## src/rtl/noc_tdm_pkg.sv

```systemverilog
// Shared TDM slot-table definitions reused by the NCM, routers and NIs.
package noc_tdm_pkg;

  localparam int unsigned DEF_MAX_PORTS = 8;
  localparam int unsigned DEF_LUT_SIZE  = 8;

  // Idle / no-connection code for a table entry with max_ports ports.
  function automatic int unsigned slot_idle(input int unsigned max_ports);
    return max_ports;
  endfunction

  // Width of a port-select entry (ports plus the idle code).
  function automatic int unsigned port_sel_w(input int unsigned max_ports);
    return $clog2(max_ports + 1);
  endfunction

  // Width of a slot index.
  function automatic int unsigned slot_w(input int unsigned lut_size);
    return $clog2(lut_size);
  endfunction

  typedef logic [$clog2(DEF_MAX_PORTS + 1)-1:0] port_sel_t;
  typedef logic [$clog2(DEF_LUT_SIZE)-1:0]      slot_t;

  // Configuration write addressed to this node.
  function automatic logic conf_hit(input int unsigned node, input int unsigned id);
    return node == id;
  endfunction

endpackage

```

## src/rtl/tdm_slot_counter.sv

```systemverilog
// Free-running TDM slot counter, wraps at LUT_SIZE-1 for any size >= 2.
module tdm_slot_counter #(
  parameter int unsigned LUT_SIZE = 8
) (
  input  logic                        clk,
  input  logic                        rst,
  output logic [$clog2(LUT_SIZE)-1:0] slot
);

  localparam int unsigned SW = $clog2(LUT_SIZE);

  // Advance one slot per cycle, wrapping explicitly for non-power-of-2 sizes.
  always_ff @(posedge clk) begin
    if (rst) begin
      slot <= '0;
    end else if (slot == SW'(LUT_SIZE - 1)) begin
      slot <= '0;
    end else begin
      slot <= slot + SW'(1);
    end
  end

endmodule

```

## src/rtl/tdm_slot_table.sv

```systemverilog
// Per-node TDM slot table: filters config-bus writes for this node, stores
// per-output-port input selections, and presents the current slot's selection.
module tdm_slot_table
  import noc_tdm_pkg::*;
#(
  parameter int unsigned LUT_SIZE  = 8,
  parameter int unsigned MAX_PORTS = 8,
  parameter int unsigned X         = 3,
  parameter int unsigned Y         = 3,
  parameter int unsigned NODE_ID   = 0,
  parameter int unsigned IS_NI     = 0
) (
  input  logic                                              clk,
  input  logic                                              rst,
  input  logic [$clog2(MAX_PORTS+1)-1:0]                    lut_conf_data,
  input  logic [$clog2(MAX_PORTS)-1:0]                      lut_conf_sel,
  input  logic [$clog2(LUT_SIZE)-1:0]                       lut_conf_slot,
  input  logic [$clog2(X*Y)-1:0]                            config_node,
  input  logic                                              lut_conf_valid,
  input  logic                                              lut_conf_valid_ni,
  input  logic                                              link_en_valid,
  output logic [$clog2(LUT_SIZE)-1:0]                       cur_slot,
  output logic [MAX_PORTS-1:0][$clog2(MAX_PORTS+1)-1:0]     slot_sel,
  output logic [MAX_PORTS-1:0]                              slot_active,
  output logic [MAX_PORTS-1:0]                              link_en
);

  localparam int unsigned NODES = X * Y;
  localparam int unsigned DW    = $clog2(MAX_PORTS + 1);
  localparam logic [DW-1:0] IDLE = DW'(slot_idle(MAX_PORTS));

  // Held in flops: every port's entry for the current slot is read each cycle.
  logic [DW-1:0] lut_q [MAX_PORTS][LUT_SIZE];

  logic          node_hit;
  logic          tbl_we;
  logic          link_we;
  logic [DW-1:0] wdata;

  tdm_slot_counter #(
    .LUT_SIZE (LUT_SIZE)
  ) u_slot_counter (
    .clk  (clk),
    .rst  (rst),
    .slot (cur_slot)
  );

  // Decode write acceptance and clamp out-of-range data to the idle code.
  always_comb begin
    node_hit = 1'b0;
    tbl_we   = 1'b0;
    link_we  = 1'b0;
    wdata    = lut_conf_data;
    node_hit = conf_hit(32'(config_node), NODE_ID) && (NODES > 0);
    tbl_we   = ((IS_NI != 0) ? lut_conf_valid_ni : lut_conf_valid)
               && node_hit
               && (32'(lut_conf_sel) < MAX_PORTS)
               && (32'(lut_conf_slot) < LUT_SIZE);
    link_we  = link_en_valid && node_hit && (32'(lut_conf_sel) < MAX_PORTS);
    if (32'(lut_conf_data) > MAX_PORTS) begin
      wdata = IDLE;
    end
  end

  // Table storage; reset idles every entry.
  always_ff @(posedge clk) begin
    if (rst) begin
      for (int p = 0; p < int'(MAX_PORTS); p++) begin
        for (int s = 0; s < int'(LUT_SIZE); s++) begin
          lut_q[p][s] <= IDLE;
        end
      end
    end else if (tbl_we) begin
      lut_q[lut_conf_sel][lut_conf_slot] <= wdata;
    end
  end

  // Per-port link enables, independent of table writes.
  always_ff @(posedge clk) begin
    if (rst) begin
      link_en <= '0;
    end else if (link_we) begin
      link_en[lut_conf_sel] <= lut_conf_data[0];
    end
  end

  // Current-slot lookup for every output port, straight from the registers.
  always_comb begin
    slot_sel    = '0;
    slot_active = '0;
    for (int p = 0; p < int'(MAX_PORTS); p++) begin
      slot_sel[p]    = lut_q[p][cur_slot];
      slot_active[p] = (lut_q[p][cur_slot] != IDLE) && link_en[p];
    end
  end

endmodule

```

## config.mk

```make
export PLATFORM = sky130hd
export DESIGN_NAME = tdm_slot_table
export DESIGN_NICKNAME = d
export VERILOG_FILES = /design/src/rtl/noc_tdm_pkg.sv /design/src/rtl/tdm_slot_counter.sv /design/src/rtl/tdm_slot_table.sv
export SDC_FILE = /design/constraint.sdc
export NUM_CORES = 1
export LEC_CHECK = 0
export ABC_AREA = 1
export BUFFER_PORTS_ARGS = -buffer_cell sky130_fd_sc_hd__clkbuf_2
export CORE_MARGIN = 2
export CORE_UTILIZATION = 40
export CTS_BUF_LIST = sky130_fd_sc_hd__clkbuf_16
export DETAILED_ROUTE_END_ITERATION = 8
export SLEW_MARGIN = 5
export SYNTH_ARGS = -nofsm -noshare
export SYNTH_HDL_FRONTEND = slang
export SYNTH_SLANG_ARGS = --single-unit
```

## constraint.sdc

```tcl
create_clock -name clk -period 1.9 [get_ports clk]
set_clock_uncertainty 0.15 [all_clocks]
set_input_delay 0.095 -clock clk [delete_from_list [all_inputs] [get_ports clk]]
set_output_delay 0.095 -clock clk [all_outputs]
set_load 0.01 [all_outputs]
```

* Word level (Yosys, flattened, before mapping)
Memories as Yosys holds them, arrays and structs flattened.
Cells that the tools add are included.
** Operators by class
- Bitwise logic cells :: 2
- Reductions and logical operators :: 15
- Equal/unequal tests :: 9
- Order comparisons :: 6
- Add/sub/neg operators :: 1
- Muxes and demuxes :: 38
** Operators with widths (number)
- binary-select mux 4 bit (select 3 bit) :: 8
- 2-to-1 mux 32 bit :: 3
- 2-to-1 mux 4 bit :: 18
- inequality test 4 bit (second input constant) :: 8
- OR reduction 32 bit :: 1
- demux 4 bit (select 3 bit) :: 1
- logical AND 1 bit :: 12
- bitwise mux 8 bit :: 1
- >= comparator 4 bit (second input constant) :: 2
- inverter 3 -> 4 bit :: 2
- 2-to-1 mux 1 bit :: 5
- > comparator 4 bit (second input constant) :: 1
- zero test 4 bit :: 1
- < comparator 3 x 4 -> 1 bit (second input constant) :: 1
- < comparator 4 x 1 -> 1 bit (second input constant) :: 1
- adder 3 x 1 -> 3 bit (second input constant) :: 1
- demux 1 bit (select 3 bit) :: 1
- == test 3 bit (second input constant) :: 1
- >= comparator 3 x 1 -> 1 bit (second input constant) :: 1
- 2-to-1 mux 3 bit :: 1
- OR reduction 2 bit :: 1
** Storage, ports and cells
- RAM bits :: 256
- Memories :: 1
- Bits in registers :: 11
- Input port bits :: 19
- Logic and storage cells :: 74
** Memories
- lut_q :: words 8, bits a word 32, read ports 8, clocked after memory_dff 0, wr ports 8, line tdm_slot_table.sv:33 : logic [DW-1:0] lut_q [MAX_PORTS][LUT_SIZE];

* Logic depth before layout (Yosys ltp)
Gate-level depths: netlist of the first run.
- Word-level depth :: 8
- Gate-level depth with buffers :: 11

* Cells and area by module
Synthesis of the first run repeated with hierarchy kept, for this count alone.
** Second synthesis, totals
- Cell total of the unflattened synthesis :: 1562
- Area total of the unflattened synthesis :: 13621.8 um2
** Modules (own cells, without submodules)
- tdm_slot_table :: sequential area each 7847.5 um2, area an instance 13504.2 um2, instances 1, cells an instance 1549
- tdm_slot_counter :: sequential area each 60.1 um2, area an instance 117.6 um2, instances 1, cells an instance 13

* Worst setup path after synthesis of the first run
OpenSTA, ideal clock, no wires.
- Path kind :: input port to flip-flop
- From :: input port rst
- To :: memory lut_q[5][0] (netlist bit), enable pin
- Buffers on the path :: 3
- Setup slack :: 190 ps
- Stages :: 8
- Required time :: 1389 ps
- Data arrival time :: 1199 ps
- Cell sequence :: buf_6 > inv_2 > nand2_2 > nor2_4 > buf_6 > nand4_4 > buf_6 > o21ai_0
** RTL lines
- start, declared :: line tdm_slot_table.sv:14 : input logic rst,
- end, declared :: line tdm_slot_table.sv:33

* Final worst setup path of the first run
- From :: register u_slot_counter.slot[0]
- To :: output port slot_active[2]
** Between the ends
- Word-level cells in the longest chain between the ends :: 6
** Ends and longest elaborated chain
- start, declared :: line tdm_slot_counter.sv:7 : output logic [$clog2(LUT_SIZE)-1:0] slot
- start signal, assigned :: line tdm_slot_counter.sv:19 : slot <= slot + SW'(1);
- inverter 3 -> 4 bit (not written as such) :: line tdm_slot_table.sv:93 : slot_active[p] = (lut_q[p][cur_slot] != IDLE) && link_en[p];
- binary-select mux 4 bit (select 3 bit) :: line tdm_slot_table.sv:93
- 2-to-1 mux 4 bit (not written as such) (2 in a row) :: line tdm_slot_table.sv:93
- inequality test 4 bit :: line tdm_slot_table.sv:93
- logical AND 1 bit :: line tdm_slot_table.sv:93
- end, declared :: line tdm_slot_table.sv:24 : output logic [MAX_PORTS-1:0] slot_active,
Every way passes these cells. The select of a mux whose other input is x is not followed.

==> run metrics, run 1 <==
Seq/Total Area, Yosys 58.6%; I/O pin cnt 70; Avg Cell Area, Syn 8.47 um2; Yosys cell types 25; Die Ht 188 um; core area 33400 um2; final worst-path cycle share 123%; Sequential cell area 7910 um2; Mapped Cells 1592; clock sink count 267; f_max 427 MHz; worst vdd ir 0.740 mV; Slowest cell on crit path dfxtp_4; WL final 39000 um; Total Routing Usage GR 20.7%; crit end category primary output; post-route ant nets 0; PwrDens 849 nW/um2; area share of the largest cell type after synthesis 57.0%; Worst Path Required 1650 ps; largest cells by area after synthesis edfxtp_1, nand2_1, inv_1; failing checks negative setup slack; multi-input logic area 4300 um2; P&R area growth vs syn 25.7%; share of cells above drive strength 1 19.7%; Worst-path clk slew 60 ps; Final Max Tran Viols 0; Netlist Area Pre-Place 13500 um2; cell taking the most area after synthesis edfxtp_1; GP Congestion 0.804; first-pass GRT wire length 56800 um; DRC Markers 0; top-count cell post-synth nand2_1; initial antenna violation count 3; Met1 Routed Length 16300 um; via count 11228; max layer used met4; crit-path max cell delay 450 ps; CTS Root Cell clkbuf_16; syn nets 1613; Max clock buf depth 3; fillers 3181; Num CTS Buffers 29; outcome finished with violations; hold_ws 58.3 ps; Final Worst Setup Slack -439 ps; total iterations of the first detailed-routing run 6; Post-synth EDFFs 256; CP arrival 2090 ps; DP HPWL 23300 um; CP Class flop to primary output; met2 wire length 18900 um; Tmin final 2340 ps; RSZ-0062 raised after global routing true; Die X 188 um; vias in the first global route 10449; Syn. warnings 0; Top FF cell, synth edfxtp_1; most frequent cells after synthesis nand2_1, inv_1, edfxtp_1, nor2_1, nand3_1; Starting DRT DRC Count 1108; worst-margin pin slew 570 ps; Slew headroom 61.6%; worst skew pair latency 550 ps; max_cap viols 0; TritonCTS clock tree done; Synth async-reset ratio 0%; Final nets 1784; remaining global-route overflow 0; static leakage 7.74 nW; Initial Utilization 40.4%; CP Max Fanout 12; worst hold path type primary input to flop; largest net degree at the start of global routing 65; # rows 67; final setup vio count 40; CP Cell Sequence buf_4 > clkbuf_16 > nand2_1 > nand3_1 > nand3_1 > nand2_2 > nand2_1 > nor2_1 > nor2_1 > buf_2; crit path launch type flop; DR vias/cell 5.02; Met3 Routed Length 3000 um; dpl ws -12.2 ps; Routed WL per cell 17.5 um; CTS H-tree depth 1; Yosys reg bits 267; DIE AREA 35200 um2; IO buf count 68; Fin. Hold Viols 0
==> layout by cell type (no fill, tap or decap), drive strengths merged, types with 11 or more instances in the layout <==
| cell | n |
|---|---|
| nand2 | 400 |
| inv | 289 |
| edfxtp | 256 |
| nor2 | 240 |
| nand3 | 177 |
| buf | 155 |
| clkbuf | 102 |
| o21ai | 72 |
| nand4 | 43 |
| clkinv | 15 |
| dfxtp | 11 |
==> power breakdown <==
part / switching (mW) / internal (mW)
clock network: 2.23 / 3.02
logic: 1.41 / 0.924
registers: 0.0893 / 6.71
total: 3.73 / 10.7
==> registers in the layout, summed over array words and instances, names as in the netlist <==
signal               cells
lut_q                  256
link_en                  8
u_slot_counter.slot      3
==> per-stage QoR <==
stage	area, um2	setup TNS [ps]	power, mW	cells	util, %
final	16900	-11140	14.4	2236	50.8
after global routing	16900	-15320	15.0	2235	50.8
after CTS	16300	-10490	14.2	2210	48.8
after detailed placement	15200	-111	8.89	2145	45.5
after global placement	15200	-125	8.86	2145	45.5
after floorplan	13500	0	8.04	1592	-
==> critical path, delay by kind of cell, from the launching register on <==
family                 cells  cell delay [ps]
buffers and inverters      3              510
and+or+nand+nor            7              580
DFF                        1              450
==> final timing paths <==
check | to | startpoint | slack (ps) | depth (start not counted)
max | slot_active[2] | u_slot_counter.slot[0] | -440 | 10
min | link_en[6] | link_en_valid | 60 | 5
max reg2reg | u_slot_counter.slot[1] | u_slot_counter.slot[0] | 180 | 6
min reg2reg | link_en[6] | link_en[6] | 390 | 2
==> cell families (layout without fill, tap and decap cells) <==
group                    after synthesis  in the layout  synth area share [%]
other                                  0              3                     0
buffers and inverters                379            572                  11.1
AO/OA/AOI/OAI                         80             80                  2.97
adder cells (fa/ha/maj)                2              2                 0.186
flip-flops                           267            267                  58.6
AND/OR/NAND/NOR                      864            864                  27.1
==> final cells by class <==
cell class | instances | share of cell area, %
tap | 448 | 3.31
clock buffer | 29 | 4.28
timing repair buffer | 237 | 13.0
inverter | 281 | 6.30
antenna | 3 | 0.0443
multi-input combinational | 946 | 25.4
sequential | 267 | 46.7
timing repair inverter | 1 | 0.0960
clock inverter | 24 | 0.930
==> what timing repair did <==
action,CTS,global route
cloned,2,17
buffers inserted,1,6
pin swaps,0,5
endpoints found under the hold margin,38,0
endpoints found under the setup margin,40,70
hold buffers,9,0
gates resized for setup,27,62
==> per-layer routing <==
layer / vias up / track usage [%]
met5: - / 0
li1: 5410 / -
met2: 399 / 36.0
met1: 5359 / 27.1
met3: 60 / 2.99
met4: 0 / 5.33
Power figures use the tool's default switching activity.
==> inputs of run 2 (changes only) <==
--- a/config.mk
+++ b/config.mk
@@ -11,6 +11,7 @@
 export CORE_UTILIZATION = 40
 export CTS_BUF_LIST = sky130_fd_sc_hd__clkbuf_16
 export DETAILED_ROUTE_END_ITERATION = 8
+export SKIP_CTS_REPAIR_TIMING = 1
 export SLEW_MARGIN = 5
 export SYNTH_ARGS = -nofsm -noshare
 export SYNTH_HDL_FRONTEND = slang
==> run 2 against run 1 <==
Compared with the run above:
- the flow finishes with violations (negative hold slack, negative setup slack)
- register-to-register slack improved by 30 ps
- count of clock-buffer cells in the layout unchanged
- fmax fell by 0.78%
- critical endpoint unchanged
- critical path type unchanged
==> run metrics, run 2 (synthesis gave the netlist of run 1 again) <==
Routed WL per cell 17.8 um (was 17.5 um); post-route ant nets 0 (unchanged); DRC Markers 0 (unchanged); CP Max Fanout 7 (was 12); PwrDens 849 nW/um2 (about the same); Total Routing Usage GR 20.3% (was 20.7%); Die X 188 um (unchanged); WL final 39900 um (was 39000 um); TritonCTS clock tree done (unchanged); Slowest cell on crit path dfxtp_4 (unchanged); CTS H-tree depth 1 (unchanged); Starting DRT DRC Count 1085 (was 1108); GP Congestion 0.804 (unchanged); f_max 424 MHz (was 427 MHz); CP Class flop to primary output (unchanged); Final Max Tran Viols 0 (unchanged); Crit path buffers/inverters 4 (was 3); IO buf count 68 (unchanged); crit-path max cell delay 420 ps (was 450 ps); fillers 3139 (was 3181); via count 11282 (was 11228); slack of the worst reg-to-reg path 210 ps (was 180 ps); worst hold path type primary input to flop (unchanged); DR vias/cell 5.03 (was 5.02); P&R area growth vs syn 26.7% (was 25.7%); share of cells above drive strength 1 20.8% (was 19.7%); CP arrival 2110 ps (was 2090 ps); remaining global-route overflow 0 (unchanged); Die Ht 188 um (unchanged); Tmin final 2360 ps (was 2340 ps); # rows 67 (unchanged); Max clock buf depth 3 (unchanged); initial antenna violation count 3 (unchanged); Fin. Hold Viols 10 (was 0); largest net degree at the start of global routing 65 (unchanged); highest-count cells in the layout ignoring fill and taps nand2_1, inv_1, edfxtp_1, nor2_1, nand3_1 (unchanged); outcome finished with violations (unchanged); Worst-path clk slew 60 ps (about the same); CP Cell Sequence buf_6 > clkinv_8 > clkbuf_16 > nand2_1 > nand3_2 > nand2_1 > nand2_1 > nand2_2 > nand2_1 > nor2_1 > nor2_1 > buf_2 (was buf_4 > clkbuf_16 > nand2_1 > nand3_1 > nand3_1 > nand2_2 > nand2_1 > nor2_1 > nor2_1 > buf_2); DP HPWL 23300 um (unchanged); register bank with the most flops lut_q (unchanged); CTS Root Cell clkbuf_16 (unchanged); worst skew pair latency 550 ps (about the same); clock sink count 267 (unchanged); I/O pin cnt 70 (unchanged); DIE AREA 35200 um2 (unchanged); Largest regs lut_q x256, link_en x8, u_slot_counter.slot x3 (unchanged); static leakage 7.81 nW (was 7.74 nW); vias in the first global route 10291 (was 10449); Num CTS Buffers 29 (unchanged); failing checks negative hold slack, negative setup slack (was negative setup slack); worst-margin pin slew 567 ps (was 570 ps); final setup vio count 40 (unchanged); setup TNS -11530 ps (was -11140 ps); Slew headroom 61.8% (was 61.6%); Most common cell on crit path nand2_1; multi-input logic area 4330 um2 (was 4300 um2); most common library cell in the layout ignoring fill and taps nand2_1 (unchanged); hold_ws -19.5 ps (was 58.3 ps); RSZ-0062 raised after global routing true (unchanged); Layout Utilization 51.2% (was 50.8%); max reg flops 256 (unchanged); crit path launch type flop (unchanged); dpl ws -12.2 ps (unchanged); first-pass GRT wire length 55800 um (was 56800 um); core area 33400 um2 (unchanged); worst vdd ir 0.736 mV (was 0.740 mV); total iterations of the first detailed-routing run 6 (unchanged); Worst Path Required 1650 ps (about the same); Final Worst Setup Slack -458 ps (was -439 ps); Sequential cell area 7910 um2 (unchanged); CP top delay family simple AND/OR/NAND/NOR gates (unchanged); crit end category primary output (unchanged); max_cap viols 0 (unchanged); Initial Utilization 40.4% (unchanged); Final nets 1791 (was 1784); final worst-path cycle share 124% (was 123%)
[run 2: final cells by class]
class	count	share of cell area, %
diodes	2	0.0293
clock buffers	29	4.25
clock inverters	24	0.923
inverters	281	6.27
multi-input cells	946	25.4
flip-flops and latches	267	46.3
well taps	448	3.28
repair buffers	243	13.4
repair inverters	2	0.161
[run 2: layer usage]
layer	routed length, um	vias to the layer above	track usage [%]	part of all wire (%)
met2	19500	436	35.0	49
li1	-	5414	-	-
met1	16500	5376	26.7	41
met5	12	-	0	0.030
met3	3190	54	3.07	8.0
met4	789	2	5.39	2.0
[run 2: final timing paths]
kind / from / to / cells past startpoint
min reg2reg: link_en[6] / link_en[6] / 2
max reg2reg: u_slot_counter.slot[0] / u_slot_counter.slot[1] / 6
max: u_slot_counter.slot[0] / slot_active[2] / 12
min: lut_conf_data[1] / lut_q[6][21] / 4
[run 2: report_power, final]
group	internal [mW]	switching, mW	leakage, nW	total (mW)
sequential	6.71	0.0891	2.56	6.80
combinational	0.987	1.45	4.79	2.44
clock	3.02	2.24	0.461	5.26
total	10.7	3.78	7.81	14.5
[run 2: metrics by stage]
stage	power, mW	area, um2	cells	hold slack (ps)
6_report	14.5	17100	2242	-19.5
5_1_grt	15.1	17100	2240	0.573
4_1_cts	14.1	16100	2198	-155
3_5_place_dp	8.89	15200	2145	398
3_3_place_gp	8.86	15200	2145	380
2_1_floorplan	8.04	13500	1592	136
[run 2: worst min-delay path: stages]
cell	delay [ps]
clkbuf_2	80
inv_2	40
buf_12	210
nor2_1	140
==> inputs of run 3 (changes only) <==
==> constraint.sdc (replaced) <==
create_clock -name clk -period 2.45 [get_ports clk]
set_clock_uncertainty 0.15 [all_clocks]
set_input_delay 0.1225 -clock clk [delete_from_list [all_inputs] [get_ports clk]]
set_output_delay 0.1225 -clock clk [all_outputs]
set_load 0.01 [all_outputs]
==> run 3 against run 2 <==
Compared with the run above:
- combinational power down 43%
- critical path type unchanged
- hold slack worse by 5.7 ps
- highest routed layer is now met4
- cell count down 5.5%
- flip-flop and latch count unchanged
- the flow finishes with violations (negative hold slack)
- core utilization down 4.6 points
- setup slack better by 570 ps
==> run metrics, run 3 (synthesis gave the netlist of run 1 again) <==
remaining global-route overflow 0 (unchanged); worst hold path type primary input to flop (unchanged); most common library cell in the layout ignoring fill and taps nand2_1 (unchanged); dpl ws 120 ps (was -12.2 ps); Crit path buffers/inverters 3 (was 4); slack of the worst reg-to-reg path 820 ps (was 210 ps); DRC Markers 0 (unchanged); Crit Reg-Reg Endpoint u_slot_counter.slot[0] (was u_slot_counter.slot[1]); CTS H-tree depth 1 (unchanged); first-pass GRT wire length 54900 um (was 55800 um); Slew headroom 47.9% (was 61.8%); depth of the worst register-to-register path 5 (was 6); # rows 67 (unchanged); final worst-path cycle share 95.2%; IO buf count 68 (unchanged); clock sink count 267 (unchanged); max_cap viols 0 (unchanged); crit path launch type flop (unchanged); Layout Utilization 46.6% (was 51.2%); initial antenna violation count 2 (was 3); register bank with the most flops lut_q (unchanged); DP HPWL 22700 um (was 23300 um); setup TNS 0 ps (was -11530 ps); logic gate share of total power 12.7% (was 16.8%); critical path startpoint u_slot_counter.slot[2] (was u_slot_counter.slot[0]); PwrDens 710 nW/um2 (was 849 nW/um2); DR vias/cell 5.02 (was 5.03); Slowest cell on crit path dfxtp_1 (was dfxtp_4); worst vdd ir 0.529 mV (was 0.736 mV); Tmin final 2330 ps; vias in the first global route 10210 (was 10291); final setup vio count 0 (was 40); core area 33400 um2 (unchanged); DIE AREA 35200 um2 (unchanged); Routed WL per cell 17.1 um (was 17.8 um); Largest regs lut_q x256, link_en x8, u_slot_counter.slot x3 (unchanged); Starting DRT DRC Count 876 (was 1085); TritonCTS clock tree done (unchanged); P&R area growth vs syn 15.3% (was 26.7%); Internal Power 8.21 mW (was 10.7 mW); share of cells above drive strength 1 11.3% (was 20.8%); final instance area 15600 um2 (was 17100 um2); critical path depth in cells 8 (was 12); placed instance area 14400 um2 (was 15200 um2); hold_ws -25.2 ps (was -19.5 ps); CTS Root Cell clkbuf_16 (unchanged); Max clock buf depth 3 (unchanged); f_max 429 MHz; worst skew pair latency 550 ps (about the same); outcome finished with violations (unchanged); Die X 188 um (unchanged); highest-count cells in the layout ignoring fill and taps nand2_1, inv_1, edfxtp_1, nor2_1, nand3_1 (unchanged); crit-path max cell delay 390 ps (was 420 ps); Sw Share 25.6% (was 26.0%); Initial Utilization 40.4% (unchanged); post-route ant nets 0 (unchanged); placed insts 2056 (was 2145); crit end category primary output (unchanged); CP Class flop to primary output (unchanged); Worst Path Required 2180 ps (was 1650 ps); Power Total 11.0 mW (was 14.5 mW); I/O pin cnt 70 (unchanged); Switching Power 2.83 mW (was 3.78 mW); CP Max Fanout 12 (was 7); GP Congestion 0.827 (was 0.804); failing checks negative hold slack (was negative hold slack, negative setup slack); static leakage 7.02 nW (was 7.81 nW); via count 10637 (was 11282); Cell Count, Final, Fillers Out 2119 (was 2242); Clk pwr share 39.5% (was 36.3%); Worst setup endpoint slot_active[1] (was slot_active[2]); Die Ht 188 um (unchanged); total iterations of the first detailed-routing run 5 (was 6); largest net degree at the start of global routing 83 (was 65); RR Startpoint u_slot_counter.slot[0] (unchanged); WL final 36200 um (was 39900 um); Num CTS Buffers 29 (unchanged); Final Worst Setup Slack 116 ps (was -458 ps); Total Routing Usage GR 19.9% (was 20.3%); share of power burned in registers 47.8% (was 46.9%); max reg flops 256 (unchanged); Final nets 1668 (was 1791); worst-margin pin slew 781 ps (was 567 ps); CP top delay family buffers and inverters (was simple AND/OR/NAND/NOR gates); Fin. Hold Viols 3 (was 10); CP Cell Sequence clkinvlp_4 > buf_4 > nand3_1 > nand2_1 > nand2_1 > nor2_1 > nor2_1 > clkbuf_2 (was buf_6 > clkinv_8 > clkbuf_16 > nand2_1 > nand3_2 > nand2_1 > nand2_1 > nand2_2 > nand2_1 > nor2_1 > nor2_1 > buf_2); RSZ-0062 raised after global routing true (unchanged); CP arrival 2060 ps (was 2110 ps); Final Max Tran Viols 0 (unchanged); Worst-path clk slew 60 ps (about the same)
run 3: worst register-to-register path, stage by stage (launching register included):
cell	delay, ps
dfxtp_4	400
clkbuf_16	230
ha_1	240
ha_1	170
or2_2	300
nor2_1	80
run 3: power by group through the flow:
stage                     logic [mW]  registers [mW]  clock network, mW
final                           1.40            5.28               4.36
after global routing            1.56            5.30               4.60
after CTS                       1.35            5.28               4.41
after detailed placement        1.34            5.37                  0
after global placement          1.33            5.37                  0
after floorplan                0.889            5.35                  0
run 3: area by class of cell:
class	count	area, um2
clock inverter	24	224
inverter	281	1060
sequential	267	7910
multi-input combinational	946	4090
clock buffer	29	726
antenna	2	5.00
fill	3313	17800
timing repair buffer	122	971
tap	448	561
run 3: how the worst min path moves through the flow:
stage | startpoint | end | depth (start not counted)
finish | lut_conf_data[2] | lut_q[6][2] | 4
global route | lut_conf_data[2] | lut_q[6][2] | 4
CTS | lut_conf_data[0] | link_en[6] | 3
detailed placement | link_en[2] | link_en[2] | 2
global placement | link_en[3] | link_en[3] | 2
floorplan | rst | link_en[0] | 2
run 3: layer usage:
layer	wire, um	share of wire, %	vias up	GRT usage, %
met1	15500	43	5018	26.0
met4	1140	3.2	0	7.75
li1	-	-	5156	-
met2	16900	47	386	33.1
met3	2680	7.4	77	3.48
met5	0	0	-	0
